File: config.mk
export PLATFORM = sky130hd
export DESIGN_NAME = exc_sequencer
export DESIGN_NICKNAME = d
export VERILOG_FILES = /design/src/rtl/exc_sequencer.sv
export SDC_FILE = /design/constraint.sdc
export NUM_CORES = 1
export LEC_CHECK = 0
export CAP_MARGIN = 20
export CELL_PAD_IN_SITES_DETAIL_PLACEMENT = 0
export CELL_PAD_IN_SITES_GLOBAL_PLACEMENT = 1
export CORE_MARGIN = 4
export CORE_UTILIZATION = 32
export DETAILED_ROUTE_END_ITERATION = 10
export GPL_TIMING_DRIVEN = 0
export PLACE_DENSITY = 0.85
export SYNTH_ARGS = -nofsm -noshare
export SYNTH_HDL_FRONTEND = slang
export SYNTH_SLANG_ARGS = --single-unit
File: constraint.sdc
create_clock -name clk -period 3.45 [get_ports clk]
set_input_delay 0.69 -clock clk [delete_from_list [all_inputs] [get_ports clk]]
set_output_delay 0.69 -clock clk [all_outputs]
set_load 0.03 [all_outputs]
File: src/rtl/exc_sequencer.sv
// exc_sequencer: multi-cycle exception / interrupt sequencer for the pipelined MIPS core.
//
// Arbitrates M-stage synchronous exceptions, masked interrupts and eret, and owns
// EXL, EPC, BD and the Cause fields. An accepted exception or interrupt goes through
// flush -> drain (waits for the MD unit) -> redirect. An accepted eret goes through
// one redirect cycle back to EPC.
//
// Build option: EXC_IRQ_LATCH_EN
//   undefined : cause_ip is a registered copy of irq (level mode).
//   defined   : a rising edge on irq[i] sets a sticky pending bit, and cause_ip shows the
//               pending bits. Unmasked pending bits clear when an interrupt is accepted.
//
// Ports:
//   clk, rst_n           clock, asynchronous active-low reset
//   m_valid, m_exc,      M-stage instruction: valid, exception code (0 = none),
//   m_pc, m_bd, m_eret   PC, branch-delay-slot flag, eret flag
//   irq                  interrupt request lines
//   status_ie, status_im global interrupt enable, interrupt mask
//   md_busy              multiply/divide unit mid-operation
//   have2handle          exception/interrupt accepted this cycle (combinational)
//   flush                per-stage pipeline register reset (bit 0 = D ... MSB = M)
//   redirect, redirect_pc one-cycle PC load strobe and its target
//   epc, cause_exc, cause_ip, cause_bd, exl   architectural exception state
//   busy                 sequencer is not idle
//
// state    | meaning
// S_IDLE   | sampling the M stage for exceptions, interrupts and eret
// S_DRAIN  | full flush, waiting for md_busy to fall
// S_REDIR  | full flush, redirect to HANDLER_ADDR for one cycle
// S_ERET   | flush below M, redirect to EPC for one cycle, clear EXL

module exc_sequencer #(
  parameter int N_IRQ   = 6,
  parameter int PC_W    = 32,
  parameter int EXC_W   = 5,
  parameter int N_STAGE = 4,
  parameter logic [PC_W-1:0] HANDLER_ADDR = 32'h0000_4180
) (
  input  logic               clk,
  input  logic               rst_n,
  input  logic               m_valid,
  input  logic [EXC_W-1:0]   m_exc,
  input  logic [PC_W-1:0]    m_pc,
  input  logic               m_bd,
  input  logic               m_eret,
  input  logic [N_IRQ-1:0]   irq,
  input  logic               status_ie,
  input  logic [N_IRQ-1:0]   status_im,
  input  logic               md_busy,
  output logic               have2handle,
  output logic [N_STAGE-1:0] flush,
  output logic               redirect,
  output logic [PC_W-1:0]    redirect_pc,
  output logic [PC_W-1:0]    epc,
  output logic [EXC_W-1:0]   cause_exc,
  output logic [N_IRQ-1:0]   cause_ip,
  output logic               cause_bd,
  output logic               exl,
  output logic               busy
);

  typedef enum logic [1:0] {S_IDLE, S_DRAIN, S_REDIR, S_ERET} state_t;

  localparam logic [N_STAGE-1:0] FLUSH_ALL  = '1;
  // Every stage except M: lets the eret itself commit.
  localparam logic [N_STAGE-1:0] FLUSH_NO_M = {1'b0, {(N_STAGE-1){1'b1}}};

  state_t             r_state, w_next;
  logic [PC_W-1:0]    r_epc;
  logic [EXC_W-1:0]   r_cause_exc;
  logic [N_IRQ-1:0]   r_cause_ip;
  logic               r_cause_bd;
  logic               r_exl;

  logic               w_sync_exc;
  logic               w_irq_take;
  logic               w_accept;
  logic               w_accept_irq;
  logic [N_STAGE-1:0] w_flush;
  logic               w_redirect;
  logic [PC_W-1:0]    w_redirect_pc;

  assign w_sync_exc = (m_exc != '0);
  assign w_irq_take = status_ie & ~r_exl & (|(r_cause_ip & status_im));

  always_ff @(posedge clk or negedge rst_n) begin
    if (!rst_n) r_state <= S_IDLE;
    else        r_state <= w_next;
  end

  always_comb begin
    w_next        = r_state;
    w_accept      = 1'b0;
    w_accept_irq  = 1'b0;
    w_flush       = '0;
    w_redirect    = 1'b0;
    w_redirect_pc = '0;
    case (r_state)
      S_IDLE: begin
        if (m_valid) begin
          if (w_sync_exc || w_irq_take) begin
            w_accept     = 1'b1;
            w_accept_irq = ~w_sync_exc;
            w_flush      = FLUSH_ALL;
            w_next       = S_DRAIN;
          end else if (m_eret) begin
            w_flush = FLUSH_NO_M;
            w_next  = S_ERET;
          end
        end
      end
      S_DRAIN: begin
        w_flush = FLUSH_ALL;
        if (!md_busy) w_next = S_REDIR;
      end
      S_REDIR: begin
        w_flush       = FLUSH_ALL;
        w_redirect    = 1'b1;
        w_redirect_pc = HANDLER_ADDR;
        w_next        = S_IDLE;
      end
      S_ERET: begin
        w_flush       = FLUSH_NO_M;
        w_redirect    = 1'b1;
        w_redirect_pc = r_epc;
        w_next        = S_IDLE;
      end
      default: w_next = S_IDLE;
    endcase
  end

  always_ff @(posedge clk or negedge rst_n) begin
    if (!rst_n) begin
      r_epc       <= '0;
      r_cause_exc <= '0;
      r_cause_bd  <= 1'b0;
      r_exl       <= 1'b0;
    end else if (w_accept) begin
      r_cause_exc <= w_accept_irq ? '0 : m_exc;
      r_exl       <= 1'b1;
      // A nested exception keeps the EPC/BD of the outer one.
      if (!r_exl) begin
        r_epc      <= m_bd ? (m_pc - PC_W'(4)) : m_pc;
        r_cause_bd <= m_bd;
      end
    end else if (r_state == S_ERET) begin
      r_exl <= 1'b0;
    end
  end

`ifdef EXC_IRQ_LATCH_EN
  logic [N_IRQ-1:0] r_irq_prev;
  logic [N_IRQ-1:0] w_irq_rise;
  logic [N_IRQ-1:0] w_ip_clr;

  assign w_irq_rise = irq & ~r_irq_prev;
  assign w_ip_clr   = w_accept_irq ? (r_cause_ip & status_im) : '0;

  // A rise in the same cycle as the clear re-sets the bit.
  always_ff @(posedge clk or negedge rst_n) begin
    if (!rst_n) begin
      r_irq_prev <= '0;
      r_cause_ip <= '0;
    end else begin
      r_irq_prev <= irq;
      r_cause_ip <= (r_cause_ip & ~w_ip_clr) | w_irq_rise;
    end
  end
`else
  always_ff @(posedge clk or negedge rst_n) begin
    if (!rst_n) r_cause_ip <= '0;
    else        r_cause_ip <= irq;
  end
`endif

  // Gating with rst_n makes the combinational outputs drop as soon as reset asserts.
  assign have2handle = w_accept & rst_n;
  assign flush       = rst_n ? w_flush : '0;
  assign redirect    = w_redirect & rst_n;
  assign redirect_pc = rst_n ? w_redirect_pc : '0;
  assign epc         = r_epc;
  assign cause_exc   = r_cause_exc;
  assign cause_ip    = r_cause_ip;
  assign cause_bd    = r_cause_bd;
  assign exl         = r_exl;
  assign busy        = (r_state != S_IDLE);

endmodule

==> impl_metrics.ini <==
[status]
status = finished, final reports clean

[worst_setup_path]
worstPathCellList = clkdlybuf4s50_1, nor4_2, nand2_1, o31ai_1, a21oi_1, buf_4, dlygate4sd2_1
r2r_cells = 10
cp_max_fo = 4
path_depth = 7
cp_top_family = buffers and inverters
r2r_slack_ns = 0.35
crit_type = in -> out
end_kind = output pin
max_stage_delay_ns = 0.45
slowest_stage = clkdlybuf4s50_1
cp_num_buf_inv = 3
start_kind = primary input
worstPathRequired_ns = 2.76
worstPathArrival_ns = 2.68

[layout]
drive_gt1_frac = 0.1009
fin_area_mm2 = 0.004519
final_cell_mix = clkdlybuf4s50_1, dfrtp_1, nor3_1
area_growth_pct = 56.91
antenna_cells = 0
nets = 516
final_common_cell = clkdlybuf4s50_1

[clocking]
ctsLongestPathBuffers = 2
numCtsBuffers = 5
cts_hold_buffers = 0
cts-root-buf = clkbuf_8
clk_latency_ns = 0.31
cts_tree = yes
htreeDepth = 2
clkTransAtPathRegs_ns = 0.09
cts.sinks = 47

[floorplan]
initial_core_util = 0.3303
row_count = 34
die-width_um = 102.9
fp.coreArea_mm2 = 0.008721
fp.dieH_um = 102.9
ios = 140
dieArea_mm2 = 0.01058

[synth]
syn-num-nets = 369
syn_avg_cell_area_um2 = 9.352
synth_top_cells_by_area = dfrtp_1, and3_1, mux2_2, nor3_1, or4_1
synth.top_cell.area_share = 0.4083
ys_seq_elements = 47
ys.flop_type = dfrtp_1
syn_area_mm2 = 0.002880
yosysSeqAreaShare = 0.4083
synth-edff-count = 0
synth_top_cell_by_area = dfrtp_1
synth_cell_type_count = 42
synthArstFlopShare = 1.000
syn_inst = 308
yosys_warnings = 0

[placement]
port_buffers = 138
dp_hpwl_um = 7985
dpl_cell_area_mm2 = 0.004412
gp_routability_congestion = 0.8734
dp_slack_ns = -0.2998

[route]
vias = 3054
wirelength_um = 10160
drc_errors = 0
antenna_left = 0
routedWlPerCell_um = 18.02
routed_via_density = 5.415
dr.pass1.iters = 4
drt-initial-drc-count = 90

[power_and_ir_drop]
power.density_mw_per_mm2 = 715.5
leakage_nw = 1.764
total_power_mw = 3.234
vdd_drop_max_uv = 250.1

[sta]
final-setup-viol-count = 0
slew_headroom = 0.4959
fmax_ghz = 0.2965
fin_crit_ns = 3.372
fin_skew_ns = 0.008713
finalHoldViolCount = 0
rsz0062_at_grt = false
maxSlewViolCount = 0
period_share = 0.9775
tightest_slew_ns = 0.7516
hold_ws_ns = 0.2604
setup_ws_ns = 0.07757

[global_route]
grt_usage = 0.1925
grt_pass1_vias = 3026
grt_max_degree = 41
grt_pass1_wl_um = 15870
grt.overflow.total = 0
antenna_found_initial = 0

[flow_run]
maxCapViolCount = 0

[min_path]
worstHoldPathType = in -> async
## registers in the layout, indices dropped and copies added (netlist names)
name / count
cause_bd: 1
cause_exc: 5
cause_ip: 6
epc: 32
exl: 1
r_state: 2
## cell usage after synthesis, drive strengths merged, types with 3 or more instances
cell / number
or4: 19
dfrtp: 47
nor3: 30
mux2: 14
nor4: 4
or2: 4
nand4: 4
nand2: 8
clkbuf: 19
ha: 5
a22oi: 3
nor2: 10
a31oi: 19
inv: 9
nand4b: 3
or3: 11
o21ai: 5
and3: 29
xnor2: 11
o41ai: 5
o31ai: 11
buf: 9
a21oi: 11
## power by group
group          switching, mW  internal [mW]  leakage [nW]
clock                  0.201          0.141        0.0402
combinational           1.07          0.828          1.18
sequential             0.197          0.793         0.540
total                   1.47           1.76          1.76
## per-layer routing
layer  vias up  wire (µm)  track usage
met5         -          0            0
met4         0        144      0.05080
met3         8        565      0.02503
met2        93       5095       0.3302
met1      1485       4356       0.2566
li1       1468          -            -
## path summary, 6_finish.rpt
| kind | start | to |
|---|---|---|
| setup / recovery | m_exc[1] | flush[2] |
| hold / removal | rst_n | epc[10] |
| setup reg to reg | r_state[0] | epc[18] |
| hold reg to reg | cause_exc[0] | cause_exc[0] |
| max in group asynchronous | rst_n | epc[15] |
| min in group clk | cause_exc[0] | cause_exc[0] |
## per-stage QoR
stage | setup TNS (ns) | std cells | utilization
5_1_grt | 0 | 564 | 0.5182
3_5_place_dp | -1.367 | 555 | 0.5059
4_1_cts | 0 | 564 | 0.5181
2_1_floorplan | 0 | 308 | -
6_report | 0 | 564 | 0.5182
3_3_place_gp | -54.68 | 554 | 0.5042
## logic make-up (layout without fill, tap and decap cells)
logic type | Yosys count | after routing | share of synthesized area
simple gates | 132 | 132 | 0.2780
compound gates | 60 | 60 | 0.1390
flops | 47 | 47 | 0.4083
buf+inv | 37 | 185 | 0.05778
mux | 16 | 16 | 0.06169
xor+xnor | 11 | 11 | 0.03345
fa+ha+maj | 5 | 5 | 0.02172
## worst register-to-register path: stages (launching register included)
cell	delay, ns
dfrtp_1	0.43
inv_1	0.12
ha_1	0.15
clkbuf_1	0.29
nand2_1	0.16
a211oi_1	0.67
or2_2	0.22
clkbuf_1	0.29
buf_4	0.28
buf_2	0.26
a31oi_1	0.11
## layout make-up
class / instances / area [µm²]
fillers: 806 / 4202
well taps: 108 / 135.1
inverters: 9 / 33.78
flip-flops and latches: 47 / 1176
multi-input cells: 224 / 1554
repair buffers: 140 / 1398
clock buffers: 5 / 68.82
plain buffers: 28 / 133.9
clock inverters: 3 / 20.02
## repair_timing
action,in CTS,in global routing
pin swaps,1,0
resized for setup,8,2
setup buffers,1,0
setup endpoints to repair,5,2
endpoints found under the hold margin,0,0
Note: power is estimated with default switching activity, not from simulation.
